## src/rtl/ks_datapath_gen2.sv

```systemverilog
// K&S datapath: IR, PC, register file, ALU and flags.
// Decodes the instruction register for the external control unit.
package k_and_s_pkg;
  typedef enum logic [3:0] {
    I_NOP,
    I_LOAD,
    I_STORE,
    I_MOVE,
    I_ADD,
    I_SUB,
    I_AND,
    I_OR,
    I_BRANCH,
    I_BZERO,
    I_BNEG,
    I_BOV,
    I_BNOV,
    I_BNNEG,
    I_BNZERO,
    I_HALT
  } decoded_instruction_type;
endpackage

module ks_datapath_gen2
  import k_and_s_pkg::*;
#(
  parameter int DATA_W = 16,
  parameter int ADDR_W = 5,
  parameter int REG_AW = 2
) (
  input  logic                    clk,
  input  logic                    rst,
  input  logic                    branch,
  input  logic                    pc_enable,
  input  logic                    ir_enable,
  input  logic                    addr_sel,
  input  logic                    c_sel,
  input  logic                    write_reg_enable,
  input  logic                    flags_reg_enable,
  input  logic [1:0]              operation,
  input  logic [DATA_W-1:0]       data_in,
  output decoded_instruction_type decoded_instruction,
  output logic                    zero_op,
  output logic                    neg_op,
  output logic                    unsigned_overflow,
  output logic                    signed_overflow,
  output logic [ADDR_W-1:0]       ram_addr,
  output logic [DATA_W-1:0]       data_out
);

  localparam int NREGS = 2**REG_AW;
  localparam int MSB   = DATA_W-1;

  logic [DATA_W-1:0] r_ir;
  logic [ADDR_W-1:0] r_pc;
  logic [DATA_W-1:0] r_regs [NREGS];
  logic              r_zero;
  logic              r_neg;
  logic              r_uov;
  logic              r_sov;

  logic [7:0]        w_opcode;
  logic [REG_AW-1:0] w_a;
  logic [REG_AW-1:0] w_b;
  logic [REG_AW-1:0] w_c;
  logic [ADDR_W-1:0] w_mem_addr;
  decoded_instruction_type w_dec;

  logic [DATA_W-1:0] w_bus_a;
  logic [DATA_W-1:0] w_bus_b;
  logic [DATA_W-1:0] w_bus_c;
  logic [DATA_W:0]   w_sum;
  logic [DATA_W:0]   w_dif;
  logic [DATA_W-1:0] w_alu;
  logic              w_uov;
  logic              w_sov;
  logic              w_unused_ir;

  assign w_opcode    = r_ir[DATA_W-1 -: 8];
  assign w_unused_ir = ^r_ir;

  // Combinational decode of the held instruction
  always_comb begin
    w_dec      = I_NOP;
    w_a        = '0;
    w_b        = '0;
    w_c        = '0;
    w_mem_addr = '0;
    unique case (1'b1)
      (w_opcode == 8'h81): begin
        w_dec      = I_LOAD;
        w_c        = r_ir[ADDR_W+REG_AW-1:ADDR_W];
        w_mem_addr = r_ir[ADDR_W-1:0];
      end
      (w_opcode == 8'h82): begin
        w_dec      = I_STORE;
        w_a        = r_ir[ADDR_W+REG_AW-1:ADDR_W];
        w_mem_addr = r_ir[ADDR_W-1:0];
      end
      (w_opcode == 8'h91): begin
        w_dec = I_MOVE;
        w_c   = r_ir[2*REG_AW-1:REG_AW];
        w_a   = r_ir[REG_AW-1:0];
        w_b   = r_ir[REG_AW-1:0];
      end
      (w_opcode == 8'hA1),
      (w_opcode == 8'hA2),
      (w_opcode == 8'hA3),
      (w_opcode == 8'hA4): begin
        w_a = r_ir[REG_AW-1:0];
        w_b = r_ir[2*REG_AW-1:REG_AW];
        w_c = r_ir[3*REG_AW-1:2*REG_AW];
        unique case (w_opcode[2:0])
          3'd1:    w_dec = I_ADD;
          3'd2:    w_dec = I_SUB;
          3'd3:    w_dec = I_AND;
          default: w_dec = I_OR;
        endcase
      end
      (w_opcode == 8'h01),
      (w_opcode == 8'h02),
      (w_opcode == 8'h03),
      (w_opcode == 8'h05),
      (w_opcode == 8'h06),
      (w_opcode == 8'h0A),
      (w_opcode == 8'h0B): begin
        w_mem_addr = r_ir[ADDR_W-1:0];
        unique case (w_opcode[3:0])
          4'h1:    w_dec = I_BRANCH;
          4'h2:    w_dec = I_BZERO;
          4'h3:    w_dec = I_BNEG;
          4'h5:    w_dec = I_BOV;
          4'h6:    w_dec = I_BNOV;
          4'hA:    w_dec = I_BNNEG;
          default: w_dec = I_BNZERO;
        endcase
      end
      (w_opcode == 8'hFF): w_dec = I_HALT;
      default: w_dec = I_NOP;
    endcase
  end

  assign w_bus_a = r_regs[w_a];
  assign w_bus_b = r_regs[w_b];
  assign w_sum   = {1'b0, w_bus_a} + {1'b0, w_bus_b};
  assign w_dif   = {1'b0, w_bus_a} - {1'b0, w_bus_b};

  // ALU result and overflow; logic ops never overflow
  always_comb begin
    w_alu = '0;
    w_uov = 1'b0;
    w_sov = 1'b0;
    unique case (operation)
      2'b00: w_alu = w_bus_a | w_bus_b;
      2'b01: begin
        w_alu = w_sum[DATA_W-1:0];
        w_uov = w_sum[DATA_W];
        w_sov = (w_bus_a[MSB] == w_bus_b[MSB]) &&
                (w_alu[MSB] != w_bus_a[MSB]);
      end
      2'b10: begin
        w_alu = w_dif[DATA_W-1:0];
        w_uov = w_dif[DATA_W];
        w_sov = (w_bus_a[MSB] != w_bus_b[MSB]) &&
                (w_alu[MSB] != w_bus_a[MSB]);
      end
      default: w_alu = w_bus_a & w_bus_b;
    endcase
  end

  assign w_bus_c = c_sel ? w_alu : data_in;

  // Instruction register
  always_ff @(posedge clk or posedge rst) begin
    if (rst)
      r_ir <= '0;
    else if (ir_enable)
      r_ir <= data_in;
  end

  // Program counter: branch target or wrapping increment
  always_ff @(posedge clk or posedge rst) begin
    if (rst)
      r_pc <= '0;
    else if (pc_enable)
      r_pc <= branch ? w_mem_addr : r_pc + ADDR_W'(1);
  end

  // Register file write port
  always_ff @(posedge clk or posedge rst) begin
    if (rst) begin
      for (int i = 0; i < NREGS; i++)
        r_regs[i] <= '0;
    end else if (write_reg_enable) begin
      r_regs[w_c] <= w_bus_c;
    end
  end

  // Flag register captures the live ALU result
  always_ff @(posedge clk or posedge rst) begin
    if (rst) begin
      r_zero <= 1'b0;
      r_neg  <= 1'b0;
      r_uov  <= 1'b0;
      r_sov  <= 1'b0;
    end else if (flags_reg_enable) begin
      r_zero <= (w_alu == '0);
      r_neg  <= w_alu[MSB];
      r_uov  <= w_uov;
      r_sov  <= w_sov;
    end
  end

  assign decoded_instruction = w_dec;
  assign ram_addr            = addr_sel ? r_pc : w_mem_addr;
  assign data_out            = w_bus_a;
  assign zero_op             = r_zero;
  assign neg_op              = r_neg;
  assign unsigned_overflow   = r_uov;
  assign signed_overflow     = r_sov;

endmodule
```

## config.mk

```make
export PLATFORM = sky130hd
export DESIGN_NAME = ks_datapath_gen2
export DESIGN_NICKNAME = d
export VERILOG_FILES = /design/src/rtl/ks_datapath_gen2.sv
export SDC_FILE = /design/constraint.sdc
export NUM_CORES = 1
export LEC_CHECK = 0
export BUFFER_PORTS_ARGS = -buffer_cell sky130_fd_sc_hd__buf_2
export CORE_AREA = 2 2 136 138
export DETAILED_ROUTE_END_ITERATION = 8
export DIE_AREA = 0 0 138 140
export PLACE_DENSITY_LB_ADDON = 0.2
export SLEW_MARGIN = 10
export SYNTH_ARGS = -nofsm -noshare
export SYNTH_HDL_FRONTEND = slang
export SYNTH_SLANG_ARGS = --single-unit
```

## constraint.sdc

```tcl
create_clock -name clk -period 6.3 [get_ports clk]
set_input_delay 0.315 -clock clk [delete_from_list [all_inputs] [get_ports clk]]
set_output_delay 0.315 -clock clk [all_outputs]
set_load 0.005 [all_outputs]
```

# Word-level counts from Yosys, hierarchy flattened
# Cells that the tools add are included.
dict set report op_classes {
  reduce_logical 9
  eq_ne 30
  magnitude_cmp 4
  n_addsub 3
  n_mux 22
  n_shift 0
  n_div 0
  n_mul 0
  n_bitwise 5
}
# op n
set ops {}
lappend ops {{16-bit two-way mux} 6}
lappend ops {{16-bit binary-select mux with 2-bit select} 2}
lappend ops {{64-bit bitwise mux} 1}
lappend ops {{8-bit == test, second input constant} 8}
lappend ops {{16-bit one-hot mux with 3 select lines} 1}
lappend ops {{16-bit demux with 2-bit select} 1}
lappend ops {{4-bit one-hot mux with 6 select lines} 1}
lappend ops {{3-bit one-hot mux with 6 select lines} 1}
lappend ops {{16-bit by 16-bit adder with 17-bit output} 1}
lappend ops {{16-bit by 16-bit subtractor with 17-bit output} 1}
lappend ops {{16-bit bitwise AND} 1}
lappend ops {{8-bit by 2-bit == test with 1-bit output, second input constant} 2}
lappend ops {{8-bit by 3-bit == test with 1-bit output, second input constant} 2}
lappend ops {{8-bit by 4-bit == test with 1-bit output, second input constant} 2}
lappend ops {{16-bit logical NOT} 1}
lappend ops {{16-bit OR} 1}
lappend ops {{5-bit two-way mux} 3}
lappend ops {{2-bit one-hot mux with 3 select lines} 2}
lappend ops {{3-bit greater-or-equal comparator, second input constant} 3}
lappend ops {{2-bit NOT with 3-bit output} 3}
lappend ops {{9-bit OR reduction} 1}
lappend ops {{4-bit by 2-bit == test with 1-bit output, second input constant} 2}
lappend ops {{4-bit by 3-bit == test with 1-bit output, second input constant} 2}
lappend ops {{8-bit by 1-bit == test with 1-bit output, second input constant} 1}
lappend ops {{other kinds (17)} 24}
dict set report word_totals {
  mem_count 0
  mem_bits_ro 0
  latchBits 0
  register_bits 89
  ram_bits 0
  wordCells 83
  output_inout_bits 29
}

# Longest topological paths before layout
# Gate-level depths: netlist of run 1.
dict set report depth {
  depth_word 11
  ltp_mapped 22
}

# Worst setup path after synthesis of run 1
# No wires, ideal clock.
dict set report synth_path {
  path_kind {flip-flop to flip-flop}
  from {register r_ir[10]}
  to {register r_regs[31] (netlist bit)}
  slack_ns 1.402
  path_stages_with_launch 21
  t_arrival_ns 4.773
  path_cell_list {dfrtp_1 > buf_2 > nor4b_2 > nand3b_1 > nor3b_2 > or2_1 > a22o_1 > buf_2 > buf_4 > mux2i_1 > mux2_2 > ha_1 > or3_1 > o21bai_1 > o2111ai_1 > o21ai_1 > and4_1 > or3_1 > o32a_1 > mux2_2 > mux2_2}
}
dict set report synth_between {
  elab_chain_len 11
  word_cells_on_any_way 33
  cone_classes {add/sub: 2; order compare: 2; eq/ne: 7; mux: 14; bitwise: 5; reduce/logical: 3}
}
# item line_no
set synth_rtl {}
lappend synth_rtl {{start: declaration} 54} ;# logic [DATA_W-1:0] r_ir;
lappend synth_rtl {{start signal: assignment} 178} ;# r_ir <= data_in;
lappend synth_rtl {{8-bit == test, on equally long branches} --}
lappend synth_rtl {{5-bit OR reduction (no line) / 4-bit OR reduction (equally long branches)} --}
lappend synth_rtl {{2-bit one-hot mux with 2 select lines} 89} ;# unique case (1'b1)
lappend synth_rtl {{2-bit NOT with 3-bit output, on equally long branches} {143, 144}}
lappend synth_rtl {{16-bit binary-select mux with 2-bit select, on equally long branches} {143, 144}}
lappend synth_rtl {{16-bit two-way mux, on equally long branches (2 in a row)} {143, 144}}
lappend synth_rtl {{16-bit by 16-bit subtractor with 17-bit output, or another cell as far along} 146} ;# assign w_dif = {1'b0, w_bus_a} - {1'b0, w_bus_b};
lappend synth_rtl {{16-bit one-hot mux with 3 select lines} 153} ;# unique case (operation)
lappend synth_rtl {{16-bit two-way mux} 171} ;# assign w_bus_c = c_sel ? w_alu : data_in;
lappend synth_rtl {{64-bit bitwise mux (*)} 195} ;# r_regs[w_c] <= w_bus_c;
lappend synth_rtl {{end signal: indexed assignment} 195}
lappend synth_rtl {{end: declaration} 56} ;# logic [DATA_W-1:0] r_regs [NREGS];
# Mark *: on every way between the ends. The rest lies on a longest branch, timed or not. The select of a mux whose other input is x is not followed.
# A chain may end at the register's enable or synchronous reset.

# Worst setup path in the final report of run 1
# Same ends and word-level chain as after synthesis.

==> flow_summary.html, run 1 <==
<table>
<tr><th>Metric</th><th>Value</th></tr>
<tr><th colspan="2">Power and ir drop</th></tr>
<tr><td>P_leak</td><td>0.00399 uW</td></tr>
<tr><td>Maximum vdd ir drop</td><td>155 uV</td></tr>
<tr><td>Total power density per cell area</td><td>370 nW/um^2</td></tr>
<tr><th colspan="2">Clock tree</th></tr>
<tr><td>Clk_lat worst skew</td><td>about 0.34 ns</td></tr>
<tr><td>Setup repair bufs after CTS</td><td>0</td></tr>
<tr><td>TritonCTS clock tree</td><td>done</td></tr>
<tr><td>Clock buffer depth</td><td>2</td></tr>
<tr><td>Number of levels the H-tree was split into</td><td>3</td></tr>
<tr><td>Number of gates given a new drive strength after cts</td><td>0</td></tr>
<tr><td>Clock Pin Slew Worst Setup and Hold Paths</td><td>0.06 ns</td></tr>
<tr><td>TritonCTS buffer count</td><td>9</td></tr>
<tr><td>Clock root buffer</td><td>clkbuf_16</td></tr>
<tr><td>Number of clock sinks seen by CTS</td><td>88</td></tr>
<tr><th colspan="2">Job</th></tr>
<tr><td>Max-capacitance violation count</td><td>0</td></tr>
<tr><th colspan="2">Global routing</th></tr>
<tr><td>Number of antenna violations at the first check in global routing</td><td>0</td></tr>
<tr><td>Overall routing resource usage</td><td>20.5%</td></tr>
<tr><td>Global-route wire length before repair</td><td>roughly 32000 microns</td></tr>
<tr><td>Largest net degree at the start of global routing</td><td>69</td></tr>
<tr><td>Number of global-route vias before repair</td><td>5897</td></tr>
<tr><td>GRT Residual Overflow</td><td>0</td></tr>
<tr><th colspan="2">Timing</th></tr>
<tr><td>RSZ-0062 raised after global routing</td><td>false</td></tr>
<tr><td>Final number of hold-violating endpoints</td><td>0</td></tr>
<tr><td>Maximum clock frequency</td><td>0.177 GHz</td></tr>
<tr><td>Share of the clock period used by the worst path after layout</td><td>about nine tenths</td></tr>
<tr><td>Setup TNS</td><td>0 ns</td></tr>
<tr><td>Worst Hold Margin</td><td>0.232 ns</td></tr>
<tr><td>Max Clock Skew</td><td>0.00708 ns</td></tr>
<tr><td>Worst Max-Slew Pin Slew</td><td>1.16 ns</td></tr>
<tr><td>Time the final worst path needs with I/O delays and setup</td><td>about 5.7 ns</td></tr>
<tr><td>Max-slew violation total from the final report</td><td>0</td></tr>
<tr><td>Final-report setup violation count</td><td>0</td></tr>
<tr><td>Slew Limit Headroom</td><td>22.2%</td></tr>
<tr><th colspan="2">Detailed routing</th></tr>
<tr><td>Total number of vias</td><td>6167</td></tr>
<tr><td>Number of search-and-repair iterations in the first detailed-routing pass</td><td>5</td></tr>
<tr><td>Detailed-route vias per instance</td><td>5.67</td></tr>
<tr><td>Number of DRC violations after detailed-routing iteration 0</td><td>423</td></tr>
<tr><td>Overall routed net length</td><td>19900 microns</td></tr>
<tr><td>DRC violation count after routing</td><td>0</td></tr>
<tr><td>Wire length per cell</td><td>18.3 microns</td></tr>
<tr><td>Final ANT Viol Nets</td><td>0</td></tr>
<tr><th colspan="2">Placement</th></tr>
<tr><td>Post-place instance area</td><td>7940 sq um</td></tr>
<tr><td>Global placer's final weighted congestion</td><td>0.863</td></tr>
<tr><td>Sum of net half-perimeters after detailed placement</td><td>14900 microns</td></tr>
<tr><td>Number of placed instances, taps included</td><td>1071</td></tr>
<tr><td>Count of buffers from port buffering</td><td>55</td></tr>
<tr><th colspan="2">Synthesis</th></tr>
<tr><td>Mapped cell area</td><td>approximately 7500 sq um</td></tr>
<tr><td>Flop and latch count out of synthesis</td><td>88</td></tr>
<tr><td>Synthesis Warnings</td><td>0</td></tr>
<tr><td>Syn Inst Count</td><td>823</td></tr>
<tr><td>Number of enable flip-flop cells after synthesis</td><td>0</td></tr>
<tr><td>Synth Net Count</td><td>909</td></tr>
<tr><td>Syn avg cell area</td><td>9.11 sq um</td></tr>
<tr><td>Distinct cell type count of the synthesized netlist</td><td>75</td></tr>
<tr><td>Primary flip-flop cell chosen by synthesis mapping</td><td>dfrtp_1</td></tr>
<tr><td>Fraction of registers with async set or reset after synthesis</td><td>100%</td></tr>
<tr><td>Share of synthesized area occupied by flip-flops and latches</td><td>29.4%</td></tr>
<tr><th colspan="2">Critical path</th></tr>
<tr><td>Logic depth of the worst setup path including buffers</td><td>17</td></tr>
<tr><td>Required @ worst endpoint</td><td>roughly 6.5 ns</td></tr>
<tr><td>Worst r2r path cells</td><td>17</td></tr>
<tr><td>Cell-by-cell listing of the critical path</td><td>nor4b_2 &gt; nand3b_1 &gt; nor3b_2 &gt; or2_1 &gt; a22o_1 &gt; buf_4 &gt; mux2i_1 &gt; mux2_2 &gt; ha_1 &gt; or3_1 &gt; nor4_2 &gt; o21ai_1 &gt; and4_1 &gt; or3_1 &gt; o32a_1 &gt; mux2_2 &gt; mux2_2</td></tr>
<tr><td>Crit path buf inv count</td><td>1</td></tr>
<tr><td>Sort of element at the start of the critical path</td><td>register</td></tr>
<tr><td>Critical-path top delay cell</td><td>dfrtp_1</td></tr>
<tr><td>Critical path arrival</td><td>around 5.9 ns</td></tr>
<tr><td>Critical path fanouts, max</td><td>12</td></tr>
<tr><td>Most common cell on crit path</td><td>mux2_2</td></tr>
<tr><td>Critical path endpoint category</td><td>register</td></tr>
<tr><td>Start-to-end type of the worst setup path</td><td>reg -&gt; reg</td></tr>
<tr><td>CP max stage delay</td><td>0.48 ns</td></tr>
<tr><td>Top delay family on crit path</td><td>simple AND/OR/NAND/NOR gates</td></tr>
<tr><th colspan="2">Die</th></tr>
<tr><td>Row cnt</td><td>49</td></tr>
<tr><td>Die W</td><td>138 microns</td></tr>
<tr><td>Die Outline Area</td><td>about 19000 sq um</td></tr>
<tr><td>Die span in y</td><td>around 140 microns</td></tr>
<tr><td>Total I/O pin count</td><td>56</td></tr>
<tr><td>Starting utilization of the core area</td><td>42.2%</td></tr>
<tr><td>Std-Cell Core Area</td><td>about 18000 sq um</td></tr>
<tr><th colspan="2">Layout</th></tr>
<tr><td>Commonest cells after routing, fill and taps aside</td><td>mux2i_1 (92), dfrtp_1 (88), nand2_1 (68), mux2_2 (61), ha_1 (57)</td></tr>
<tr><td>Most common cell after layout, fill and taps aside</td><td>mux2i_1</td></tr>
<tr><td>Area overhead of the layout relative to synthesis</td><td>9.83%</td></tr>
<tr><td>Total non-filler cell area in the finished layout</td><td>8230 sq um</td></tr>
<tr><td>Net count, final</td><td>940</td></tr>
<tr><td>Antenna diode count</td><td>0</td></tr>
<tr><td>Non-filler instance count after layout</td><td>1088</td></tr>
<tr><td>Share of post-route cells with drive strength above 1</td><td>20.4%</td></tr>
<tr><th colspan="2">Hold path</th></tr>
<tr><td>Type of the worst min-delay path</td><td>in -&gt; reg</td></tr>
<tr><td>Worst hold stages</td><td>3</td></tr>
<tr><th colspan="2">Outcome</th></tr>
<tr><td>Outcome</td><td>finished, final reports clean</td></tr>
</table>
==> final cells by class <==
class,count,area [sq um]
Clock buffer,12,236
Clock inverter,4,45.0
Sequential cell,88,2200
Tap cell,229,287
Inverter,57,215
Timing Repair Buffer,69,383
Multi-Input combinational cell,629,4860
Fill cell,1748,9550
==> where the power goes <==
| group | switching (uW) | internal, uW | total, uW |
|---|---|---|---|
| Clock | 211 | 306 | 516 |
| Combinational | 1010 | 712 | 1720 |
| Sequential | 113 | 695 | 808 |
| Total | 1330 | 1710 | 3050 |
==> metal layers <==
layer | vias up | global-route usage (%) | share of wire (%)
met3 | 14 | 2.60 | 3.4
met1 | 2987 | 29.5 | 50
met4 | 0 | 4.67 | 0.90
li1 | 3018 | - | -
met2 | 148 | 33.1 | 46
met5 | - | 0 | 0
==> stage by stage <==
step | power [uW] | util (%) | worst slack [ns]
floorplan | 2080 | - | 1.40
global placement | 2500 | 44.7 | 0.786
detailed placement | 2510 | 44.7 | 0.704
CTS | 3040 | 46.3 | 0.680
global route | 3290 | 46.3 | 0.282
finish | 3050 | 46.3 | 0.648
==> worst paths after layout <==
check	to	from	slack, ns
max in group asynchronous	r_regs[26]	rst	4.63
setup reg to reg	r_regs[31]	r_ir[10]	0.65
hold reg to reg	zero_op	zero_op	0.51
min in group asynchronous	r_pc[1]	rst	0.50
hold / removal	r_ir[11]	data_in[11]	0.23
setup / recovery	r_regs[31]	r_ir[10]	0.65
==> Yosys cell counts, types with 10 or more instances <==
| master | number | area (sq um) |
|---|---|---|
| inv_1 | 42 | 158 |
| mux2i_1 | 92 | 921 |
| xnor2_1 | 11 | 96.3 |
| nand2_1 | 68 | 255 |
| a21o_1 | 10 | 75.1 |
| inv_2 | 15 | 56.3 |
| mux2_2 | 61 | 687 |
| nor2b_1 | 10 | 62.6 |
| clkbuf_1 | 28 | 105 |
| ha_1 | 57 | 713 |
| nand3_1 | 12 | 60.1 |
| o21ai_0 | 49 | 245 |
| dfrtp_1 | 88 | 2200 |
| nor2_1 | 44 | 165 |
| a21oi_1 | 50 | 250 |
==> flip-flops by register name (all words and copies together) (netlist names) <==
signal,flops
r_regs,64
r_ir,15
r_pc,5
neg_op,1
signed_overflow,1
unsigned_overflow,1
zero_op,1
==> tightest hold or removal path: cells and delay by family <==
| family | cells | cell delay, ns |
|---|---|---|
| AND/OR/NAND/NOR | 1 | 0.05 |
| AO/OA/AOI/OAI | 1 | 0.06 |
| buffers and inverters | 1 | 0.11 |
==> what timing repair did <==
action / CTS / global route
hold buffers: 1 / 0
hold endpoints to repair: 20 / 0
endpoints found under the setup margin: 0 / 0
==> cells by family after synthesis <==
| logic type | Yosys count | synth area share [%] |
|---|---|---|
| mux | 159 | 22.5 |
| xor+xnor | 17 | 1.99 |
| compound gates | 200 | 17.4 |
| buf+inv | 106 | 5.89 |
| simple gates | 194 | 12.8 |
| flops | 88 | 29.4 |
| fa+ha+maj | 59 | 10.1 |
Note: power is estimated with default switching activity, not from simulation.
==> inputs of run 2 (changes only) <==
- BUFFER_PORTS_ARGS: -buffer_cell sky130_fd_sc_hd__buf_2 -> -buffer_cell sky130_fd_sc_hd__buf_4
- CORE_AREA: 2 2 136 138 -> 2 2 115 117
- DIE_AREA: 0 0 138 140 -> 0 0 117 119
==> run 2 against run 1 <==
Against the previous run: register-to-register slack got worse by 0.07 ns; via count increased by 3.7%; sequential cell count unchanged.
==> flow_summary.html, run 2 (synthesis results as in run 1) <==
<table>
<tr><th>Metric</th><th>Value</th></tr>
<tr><th colspan="2">Clock tree</th></tr>
<tr><td>CTS hold repair buffers</td><td>0</td></tr>
<tr><td>Number of clock sinks seen by CTS</td><td>88</td></tr>
<tr><td>Number of gates given a new drive strength after cts</td><td>0</td></tr>
<tr><td>Clock buffer depth</td><td>2</td></tr>
<tr><td>TritonCTS buffer count</td><td>9</td></tr>
<tr><td>Clock Pin Slew Worst Setup and Hold Paths</td><td>0.07 ns</td></tr>
<tr><td>Setup repair bufs after CTS</td><td>0</td></tr>
<tr><td>Clk_lat worst skew</td><td>around 0.34 ns</td></tr>
<tr><td>Number of levels the H-tree was split into</td><td>3</td></tr>
<tr><td>Clock root buffer</td><td>clkbuf_16</td></tr>
<tr><td>TritonCTS clock tree</td><td>done</td></tr>
<tr><th colspan="2">Layout</th></tr>
<tr><td>Antenna diode count</td><td>0</td></tr>
<tr><td>Flip-flop count of the largest register, all copies and words added</td><td>64</td></tr>
<tr><td>Total non-filler cell area in the finished layout</td><td>8300 sq um</td></tr>
<tr><td>Utilization of the core after routing</td><td>64.5%</td></tr>
<tr><td>Filler instances</td><td>1095</td></tr>
<tr><td>Most common cell after layout, fill and taps aside</td><td>mux2i_1</td></tr>
<tr><td>Reg with most FFs</td><td>r_regs</td></tr>
<tr><td>Largest registers</td><td>r_regs (64), r_ir (15), r_pc (5)</td></tr>
<tr><td>Area overhead of the layout relative to synthesis</td><td>10.8%</td></tr>
<tr><td>Net count, final</td><td>938</td></tr>
<tr><td>Commonest cells after routing, fill and taps aside</td><td>mux2i_1 (92), dfrtp_1 (88), nand2_1 (68), buf_4 (66), mux2_2 (61)</td></tr>
<tr><td>Share of post-route cells with drive strength above 1</td><td>between 20% and 30%</td></tr>
<tr><th colspan="2">Die</th></tr>
<tr><td>Row cnt</td><td>42</td></tr>
<tr><td>Starting utilization of the core area</td><td>58.2%</td></tr>
<tr><td>Std-Cell Core Area</td><td>12900 sq um</td></tr>
<tr><td>Die W</td><td>roughly 120 microns</td></tr>
<tr><td>Total I/O pin count</td><td>56</td></tr>
<tr><td>Die Outline Area</td><td>13900 sq um</td></tr>
<tr><td>Die span in y</td><td>between 100 and 150 microns</td></tr>
<tr><th colspan="2">Timing</th></tr>
<tr><td>Worst Hold Margin</td><td>approximately 0.22 ns</td></tr>
<tr><td>RSZ-0062 raised after global routing</td><td>false</td></tr>
<tr><td>Slew Limit Headroom</td><td>26.7%</td></tr>
<tr><td>Max Clock Skew</td><td>0.0100 ns</td></tr>
<tr><td>Worst Max-Slew Pin Slew</td><td>1.10 ns</td></tr>
<tr><td>Fin worst setup slack</td><td>~0.58 ns</td></tr>
<tr><td>Setup TNS</td><td>0 ns</td></tr>
<tr><td>Maximum clock frequency</td><td>approximately 0.17 GHz</td></tr>
<tr><td>Final number of hold-violating endpoints</td><td>0</td></tr>
<tr><td>Final-report setup violation count</td><td>0</td></tr>
<tr><td>Max-slew violation total from the final report</td><td>0</td></tr>
<tr><td>Time the final worst path needs with I/O delays and setup</td><td>5.72 ns</td></tr>
<tr><td>Share of the clock period used by the worst path after layout</td><td>90.8%</td></tr>
<tr><th colspan="2">Detailed routing</th></tr>
<tr><td>Wire length per cell</td><td>19.5 microns</td></tr>
<tr><td>Number of search-and-repair iterations in the first detailed-routing pass</td><td>5</td></tr>
<tr><td>DRC violation count after routing</td><td>0</td></tr>
<tr><td>Overall routed net length</td><td>20200 microns</td></tr>
<tr><td>Total number of vias</td><td>6394</td></tr>
<tr><td>Final ANT Viol Nets</td><td>0</td></tr>
<tr><td>Detailed-route vias per instance</td><td>6.19</td></tr>
<tr><td>Number of DRC violations after detailed-routing iteration 0</td><td>661</td></tr>
<tr><th colspan="2">Global routing</th></tr>
<tr><td>GRT Residual Overflow</td><td>0</td></tr>
<tr><td>Number of antenna violations at the first check in global routing</td><td>0</td></tr>
<tr><td>Largest net degree at the start of global routing</td><td>89</td></tr>
<tr><td>Global-route wire length before repair</td><td>33200 microns</td></tr>
<tr><td>Overall routing resource usage</td><td>30.5%</td></tr>
<tr><td>Number of global-route vias before repair</td><td>roughly 6300</td></tr>
<tr><td>Global-route met3 utilization</td><td>3.31%</td></tr>
<tr><td>Layer carrying the most global-route usage</td><td>met2</td></tr>
<tr><td>Met2 usage in global routing</td><td>48.1%</td></tr>
<tr><td>Met1 layer usage reported by global route</td><td>45.0%</td></tr>
<tr><th colspan="2">Power and ir drop</th></tr>
<tr><td>Total power density per cell area</td><td>376 nW/um^2</td></tr>
<tr><td>P_leak</td><td>0.00402 uW</td></tr>
<tr><td>Maximum vdd ir drop</td><td>183 uV</td></tr>
<tr><th colspan="2">Critical path</th></tr>
<tr><td>Required @ worst endpoint</td><td>between 6 and 7 ns</td></tr>
<tr><td>Critical path endpoint category</td><td>register</td></tr>
<tr><td>Critical path arrival</td><td>~5.9 ns</td></tr>
<tr><td>Start-to-end type of the worst setup path</td><td>reg -&gt; reg</td></tr>
<tr><td>Sort of element at the start of the critical path</td><td>register</td></tr>
<tr><td>Critical path fanouts, max</td><td>11</td></tr>
<tr><th colspan="2">Hold path</th></tr>
<tr><td>Type of the worst min-delay path</td><td>in -&gt; reg</td></tr>
<tr><th colspan="2">Placement</th></tr>
<tr><td>Post-place instance area</td><td>8010 sq um</td></tr>
<tr><td>Count of buffers from port buffering</td><td>55</td></tr>
<tr><td>Global placer's final weighted congestion</td><td>between 0.8 and 0.9</td></tr>
<tr><td>Sum of net half-perimeters after detailed placement</td><td>roughly 15000 microns</td></tr>
<tr><td>Pre-CTS setup slack</td><td>around 0.65 ns</td></tr>
<tr><th colspan="2">Job</th></tr>
<tr><td>Max-capacitance violation count</td><td>0</td></tr>
<tr><th colspan="2">Outcome</th></tr>
<tr><td>Outcome</td><td>finished, final reports clean</td></tr>
</table>
run 2: metal layers:
layer  wire (microns)  vias to the layer above
li1                 -                     3017
met5                0                        -
met4              149                        0
met3             1150                       14
met2             9710                      229
met1             9170                     3134
run 2: worst max-delay path, stage by stage, from the launching register on:
cell       delay [ns]
dfrtp_1          0.47
nor4b_2          0.32
nand3b_1         0.18
nor3b_2          0.46
or2_1            0.19
a22o_1           0.45
buf_4            0.32
mux2_2           0.39
ha_1             0.53
inv_2            0.13
a21oi_1          0.27
o2111ai_1        0.20
o21ai_1          0.24
a21oi_1          0.09
or3_1            0.37
o32a_1           0.40
mux2_2           0.32
mux2_2           0.27
run 2: final cells by class:
class	count	area, sq um	share of cell area, %
multi-input cells	629	4860	58.5
clock inverters	6	60.1	0.723
repair buffers	67	515	6.21
clock buffers	10	229	2.76
well taps	176	220	2.65
inverters	57	215	2.59
flip-flops and latches	88	2200	26.5
run 2: worst paths after layout:
path / endpoint / start / slack (ns) / depth (start not counted)
worst max-delay path: r_regs[31] / r_ir[10] / 0.58 / 17
worst min-delay path: r_pc[1] / pc_enable / 0.22 / 2
worst max register to register: r_regs[31] / r_ir[10] / 0.58 / 17
worst min register to register: r_regs[32] / r_regs[32] / 0.51 / 2
max in group asynchronous: r_regs[31] / rst / 5.27 / 3
min in group asynchronous: r_regs[0] / rst / 0.33 / 3
run 2: per-stage QoR:
stage | power (uW) | cells
after global routing | 3350 | 1033
after detailed placement | 2570 | 1017
after global placement | 2510 | 1017
after floorplan | 2080 | 823
after CTS | 3100 | 1033
final | 3120 | 1033
run 2: report_power, final:
part           switching (uW)  internal (uW)
registers                 120            695
logic                    1050            743
clock network             211            305
total                    1380           1740
